File: config.mk
export PLATFORM = sky130hd
export DESIGN_NAME = sdram_rr_scheduler
export DESIGN_NICKNAME = d
export VERILOG_FILES = /design/src/rtl/sdram_rr_scheduler.sv
export SDC_FILE = /design/constraint.sdc
export NUM_CORES = 1
export LEC_CHECK = 0
export CAP_MARGIN = 10
export CORE_AREA = 2 2 436 438
export DETAILED_ROUTE_END_ITERATION = 16
export DIE_AREA = 0 0 438 440
export GPL_ROUTABILITY_DRIVEN = 1
export GPL_TIMING_DRIVEN = 0
export PLACE_DENSITY_LB_ADDON = 0.3
export SETUP_SLACK_MARGIN = 0.2
export SLEW_MARGIN = 20
export SYNTH_ARGS = -nofsm -noshare
export SYNTH_HDL_FRONTEND = slang
export SYNTH_SLANG_ARGS = --single-unit
File: constraint.sdc
create_clock -name clk -period 3.8 [get_ports clk]
set_input_delay 0.76 -clock clk [delete_from_list [all_inputs] [get_ports clk]]
set_output_delay 0.76 -clock clk [all_outputs]
set_load 0.01 [all_outputs]
File: src/rtl/sdram_rr_scheduler.sv
// Round-robin arbiter sharing one SDRAM master port among N_REQ requesters.
// Requester 0 (line buffer) can override the rotation near the end of each scanline.
module sdram_rr_scheduler #(
    parameter int N_REQ   = 4,
    parameter int ADDR_W  = 22,
    parameter int DATA_W  = 128,
    parameter int BE_W    = 16,
    parameter int URG_X   = 770,
    parameter int TIMEOUT = 1023
) (
    input  logic                    clk,
    input  logic                    reset,
    input  logic [9:0]              DrawX,
    input  logic [N_REQ-1:0]        req_rd,
    input  logic [N_REQ-1:0]        req_wr,
    input  logic [N_REQ*ADDR_W-1:0] req_addr,
    input  logic [N_REQ*DATA_W-1:0] req_wrdata,
    input  logic [N_REQ*BE_W-1:0]   req_be,
    output logic [N_REQ-1:0]        req_ac,
    output logic [N_REQ-1:0]        req_wait,
    output logic [DATA_W-1:0]       rd_data,
    output logic [ADDR_W-1:0]       ar_addr,
    output logic [BE_W-1:0]         ar_be,
    output logic                    ar_read,
    output logic                    ar_write,
    output logic [DATA_W-1:0]       ar_wrdata,
    input  logic [DATA_W-1:0]       ar_rddata,
    input  logic                    ar_ac,
    output logic                    busy,
    output logic                    err_timeout,
    output logic                    err_proto
);

    // Handshake: a requester holds req_rd/req_wr until the cycle its req_ac pulses;
    // the transaction completes on the cycle ar_ac is high while in GRANT.

    localparam int PTR_W = (N_REQ > 1) ? $clog2(N_REQ) : 1;
    localparam int TO_W  = $clog2(TIMEOUT + 1);
    localparam logic [TO_W-1:0] TO_MAX = TO_W'(TIMEOUT);
    localparam logic [TO_W-1:0] TO_PRE = TO_W'(TIMEOUT - 1);
    localparam logic [9:0] URG_LO = 10'(URG_X);
    localparam logic [9:0] X_LAST = 10'd799;

    typedef enum logic {IDLE, GRANT} state_t;

    state_t           state;
    logic [PTR_W-1:0] gnt_idx;
    logic [PTR_W-1:0] rr_ptr;
    logic             is_write;
    logic [TO_W-1:0]  to_cnt;

    logic [N_REQ-1:0] active;
    logic             urgent;
    logic             win_found;
    logic             win_urgent;
    logic [PTR_W-1:0] win_idx;
    logic [PTR_W-1:0] cand;

    assign active  = req_rd | req_wr;
    assign urgent  = (DrawX >= URG_LO) && (DrawX <= X_LAST);
    assign busy    = (state == GRANT);
    assign rd_data = ar_rddata;

    always_comb begin
        win_found  = 1'b0;
        win_urgent = 1'b0;
        win_idx    = '0;
        cand       = '0;
        if (urgent && active[0]) begin
            win_found  = 1'b1;
            win_urgent = 1'b1;
        end else begin
            for (int k = 1; k <= N_REQ; k++) begin
                cand = PTR_W'((int'(rr_ptr) + k) % N_REQ);
                if (!win_found && active[cand]) begin
                    win_found = 1'b1;
                    win_idx   = cand;
                end
            end
        end
    end

    // Port outputs follow the live slice of the granted requester.
    always_comb begin
        req_ac    = '0;
        req_wait  = '1;
        ar_addr   = '0;
        ar_be     = '1;
        ar_wrdata = '0;
        ar_read   = 1'b0;
        ar_write  = 1'b0;
        if (state == GRANT) begin
            req_ac[gnt_idx]   = ar_ac;
            req_wait[gnt_idx] = 1'b0;
            ar_addr   = req_addr[int'(gnt_idx)*ADDR_W +: ADDR_W];
            ar_be     = req_be[int'(gnt_idx)*BE_W +: BE_W];
            ar_wrdata = req_wrdata[int'(gnt_idx)*DATA_W +: DATA_W];
            ar_write  = is_write;
            ar_read   = ~is_write;
        end
    end

    always_ff @(posedge clk) begin
        if (reset) begin
            state       <= IDLE;
            gnt_idx     <= '0;
            rr_ptr      <= PTR_W'(N_REQ - 1);
            is_write    <= 1'b0;
            to_cnt      <= '0;
            err_timeout <= 1'b0;
            err_proto   <= 1'b0;
        end else begin
            case (state)
                IDLE: begin
                    to_cnt <= '0;
                    if (win_found) begin
                        state    <= GRANT;
                        gnt_idx  <= win_idx;
                        is_write <= req_wr[win_idx];
                        // An urgent override leaves the rotation where it was.
                        if (!win_urgent)
                            rr_ptr <= win_idx;
                        if (req_rd[win_idx] && req_wr[win_idx])
                            err_proto <= 1'b1;
                    end
                end
                GRANT: begin
                    if (ar_ac) begin
                        state  <= IDLE;
                        to_cnt <= '0;
                    end else begin
                        if (to_cnt != TO_MAX)
                            to_cnt <= to_cnt + 1'b1;
                        if (to_cnt >= TO_PRE)
                            err_timeout <= 1'b1;
                    end
                end
                default: state <= IDLE;
            endcase
        end
    end

endmodule

==> out/qor.txt <==
Outcome: finished clean
Leakage power of the design: 6.49 nW
Clock-pin slew reported for the worst setup and hold paths after clock tree synthesis: 0.05 ns
Crit path max fanout: 10
Fmax: 0.288 GHz
Largest buffer count on any clock path: 2
Final antenna-violating net count: 0
Power Dens Cells: 157 nW/µm²
Min-delay worst type: reg -> reg
Post-CTS Setup Inserts: 0
Critical Path Max Stage Delay: 0.61 ns
Post-synth net total: 1469
DRC marker count from the first detailed-route iteration: 722
Final worst path period share: 91.5%
Initial antenna violation count: 157
Number of CTS-inserted buffers: 3
Cell count after placement: 4158
Sequence of cells on the critical path: clkbuf_2, buf_8, buf_6, mux4_2, and2_1, clkdlybuf4s50_1
Core utilization of the finished layout: 10.9%
Headroom to the max-slew limit: 36.7%
Number of global-route vias before repair: 10.6k
Number of H-tree levels: 1
Final cell area excluding filler cells: 20500 µm²
Post-Syn Instances: 654
Internal power: 0.00201 W
Overall routing resource usage: 11.4%
Last weighted congestion value of the routability-driven placer: 0.886
Distinct cell type count of the synthesized netlist: 43
Switching component of the power: 0.00121 W
Syn_area_per_cell: 10.8 µm²
Combinational group share of total power: 86.9%
Count of max-cap constraint violations: 0
Top-level I/O count: 1120
Worst-skew pair later-pin latency: 0.25 ns
Core Box Area: 189000 µm²
Arr. time, crit path: 2.72 ns
Overall via count from detail_route: 10.8k
DIE WIDTH: 438 µm
Setup Total Neg Slack: 0 ns
Clk sink count: 18
Synthesized flop and latch total: 18
Depth of the worst register-to-register path: 7
Die boundary height: 440 µm
Worst hold slack across all endpoints: 0.472 ns
Remaining routing DRC violations: 0
Critical Path End Type: output port
Required time of the critical path: 3.04 ns
Setup violators final: 0
Final Max Tran Viols: 0
Congestion Overflow GR: 0
Clk root buf: sky130_fd_sc_hd__clkbuf_16
RSZ-0062 raised after global routing: no
Share of the yosys chip area belonging to registers: 5.10%
Final HPWL DP: 110 mm
CP max stage cell: sky130_fd_sc_hd__clkdlybuf4s50_1
Std cell rows: 160
Count of input and output buffers: 990
Actual slew at the worst max-slew pin: 0.949 ns
Final layout net count: 2467
Final critical delay including setup and external delays: 3.48 ns
Initial core utilization: 3.75%
Clock tree from TritonCTS: yes
Post-detailed-placement cell area: 20200 µm²
Worst Hold Launch: err_proto
Initial DRT Pass Iterations: 4
Pin count of the biggest net entering global routing: 11
Average wire per standard cell: 27.8 µm
Number of endpoints with negative hold slack in the final report: 0
Total length of routed wires: 117 mm
IR drop worst, VDD: 0.121 mV
Beginning of the worst register-to-register path: busy
Sort of element at the start of the critical path: flop
Final setup skew: 0.00158 ns
Layout area overhead: 190%
First-pass GRT wire length: 138 mm
Area of the mapped netlist: 7070 µm²
Hold path depth: 2
Yosys warning count: 0
Share of cells above drive strength 1: 22.1%
Worst hold path endpoint: err_proto
Ratio of routed vias to standard cells: 2.58
Clock network fraction of total power: 6.6%
R2R Setup Slk: 1.87 ns
Type of the worst setup path: reg -> out
R2R Path End: to_cnt[6]
Flop pwr share: 6.5%
Number of standard cells in the final layout excluding fillers: 4198
Sw Ratio: 37.6%
Floorplan die area: 193000 µm²
-- metal layers --
metal	GRT usage (%)	part of all wire, %	vias up
met5	0	0.50	-
met4	0.323	0.89	90
met3	5.97	13	207
met2	20.3	50	787
met1	12.6	36	5349
li1	-	-	4406
-- layout by cell type, fill, tap and decap left out, types with 4 or more instances in the layout --
master                              n
sky130_fd_sc_hd__mux2i_1            5
sky130_fd_sc_hd__and2_1           151
sky130_fd_sc_hd__inv_1              4
sky130_fd_sc_hd__nor2_1            25
sky130_fd_sc_hd__nand2_1           15
sky130_fd_sc_hd__nand3_1            5
sky130_fd_sc_hd__buf_2              6
sky130_fd_sc_hd__dfxtp_1           17
sky130_fd_sc_hd__nor3_1             9
sky130_fd_sc_hd__nand2b_1          17
sky130_fd_sc_hd__clkbuf_2          12
sky130_fd_sc_hd__clkdlybuf4s50_1  975
sky130_fd_sc_hd__clkdlybuf4s15_2    6
sky130_fd_sc_hd__dlygate4sd2_1      8
sky130_fd_sc_hd__clkbuf_1          15
sky130_fd_sc_hd__a21oi_1            5
sky130_fd_sc_hd__diode_2           37
sky130_fd_sc_hd__buf_4            138
sky130_fd_sc_hd__buf_6              4
sky130_fd_sc_hd__clkbuf_4           5
sky130_fd_sc_hd__nor3b_1            4
sky130_fd_sc_hd__mux4_2           166
-- sequential cells by signal, summed over array words and instances (netlist names) --
| signal | flops |
|---|---|
| busy | 1 |
| gnt_idx | 2 |
| rr_ptr | 2 |
| is_write | 1 |
| err_proto | 1 |
| err_timeout | 1 |
| to_cnt | 10 |
-- layout make-up --
| type | count | area (µm²) |
|---|---|---|
| well taps | 2511 | 3140 |
| clock buffers | 3 | 75.1 |
| diodes | 37 | 92.6 |
| repair buffers | 993 | 9990 |
| plain buffers | 189 | 1360 |
| fillers | 21700 | 168000 |
| inverters | 4 | 15.0 |
| flip-flops and latches | 18 | 362 |
| multi-input cells | 443 | 5470 |
-- worst max path at each step --
stage | from | end | cells after the start
detailed placement | gnt_idx[1] | ar_wrdata[82] | 6
CTS | gnt_idx[0] | ar_wrdata[82] | 7
global placement | gnt_idx[1] | ar_wrdata[82] | 5
global route | gnt_idx[1] | ar_wrdata[9] | 5
finish | gnt_idx[0] | ar_addr[3] | 6
floorplan | gnt_idx[0] | ar_addr[0] | 5
-- logic make-up after synthesis --
logic type / share of synthesized area, %
compound gates: 1.88
buf+inv: 17.5
fa+ha+maj: 0.354
mux: 54.0
simple gates: 20.6
flops: 5.10
xor+xnor: 0.620
-- power groups by stage --
stage / logic (W) / registers [W] / clock network, W
finish: 0.00280 / 0.000209 / 0.000212
detailed placement: 0.00285 / 0.000213 / 0
CTS: 0.00288 / 0.000210 / 0.000219
global route: 0.00296 / 0.000211 / 0.000226
global placement: 0.00284 / 0.000213 / 0
floorplan: 0.00102 / 0.000209 / 0
-- synthesized netlist by cell type (all sizes together) --
master  instances  area (µm²)
nor4            5        43.8
and2          151         945
clkbuf         34         128
nor3            9        45.0
or2             3        18.8
o41ai           1        16.3
nand2b         17         106
dfxtp          18         360
nor2b           1        6.26
xnor2           2        17.5
a221o           1        10.0
o21ai           2        10.0
nand3           5        25.0
buf           155        1090
nand3b          3        22.5
a31oi           1        12.5
ha              2        25.0
nor2           25        93.8
o21ba           1        10.0
mux2            2        26.3
nand2          16        62.6
nand4           2        12.5
mux2i           5        50.1
mux4          166        3740
o21bai          1        7.51
xor2            3        26.3
a211oi          2        15.0
inv             4        15.0
nand4b          1        8.76
or2b            2        17.5
a21oi           5        25.0
or4             1        11.3
a311o           1        11.3
o32ai           1        8.76
or3             1        6.26
o22ai           1        6.26
nor3b           4        30.0
-- per-stage QoR --
step           power (W)  worst slack, ns
6_report         0.00322            0.323
5_1_grt          0.00339            0.208
4_1_cts          0.00331           0.0968
3_5_place_dp     0.00306           -0.723
3_3_place_gp     0.00305            -1.54
2_1_floorplan    0.00123             1.37
-- critical path, delay by kind of cell (launching register included) --
family	cells	cell delay (ns)
buf+inv	4	1.26
flops	1	0.30
mux	1	0.56
simple gates	1	0.24
-- repair_timing --
item                       CTS  global route
resized for setup           70            13
setup endpoints to repair  156            41
hold buffers                 0             0
hold endpoints to repair     0             0
pin swaps                    0             0
No activity file was read; power rests on OpenSTA's default activity.
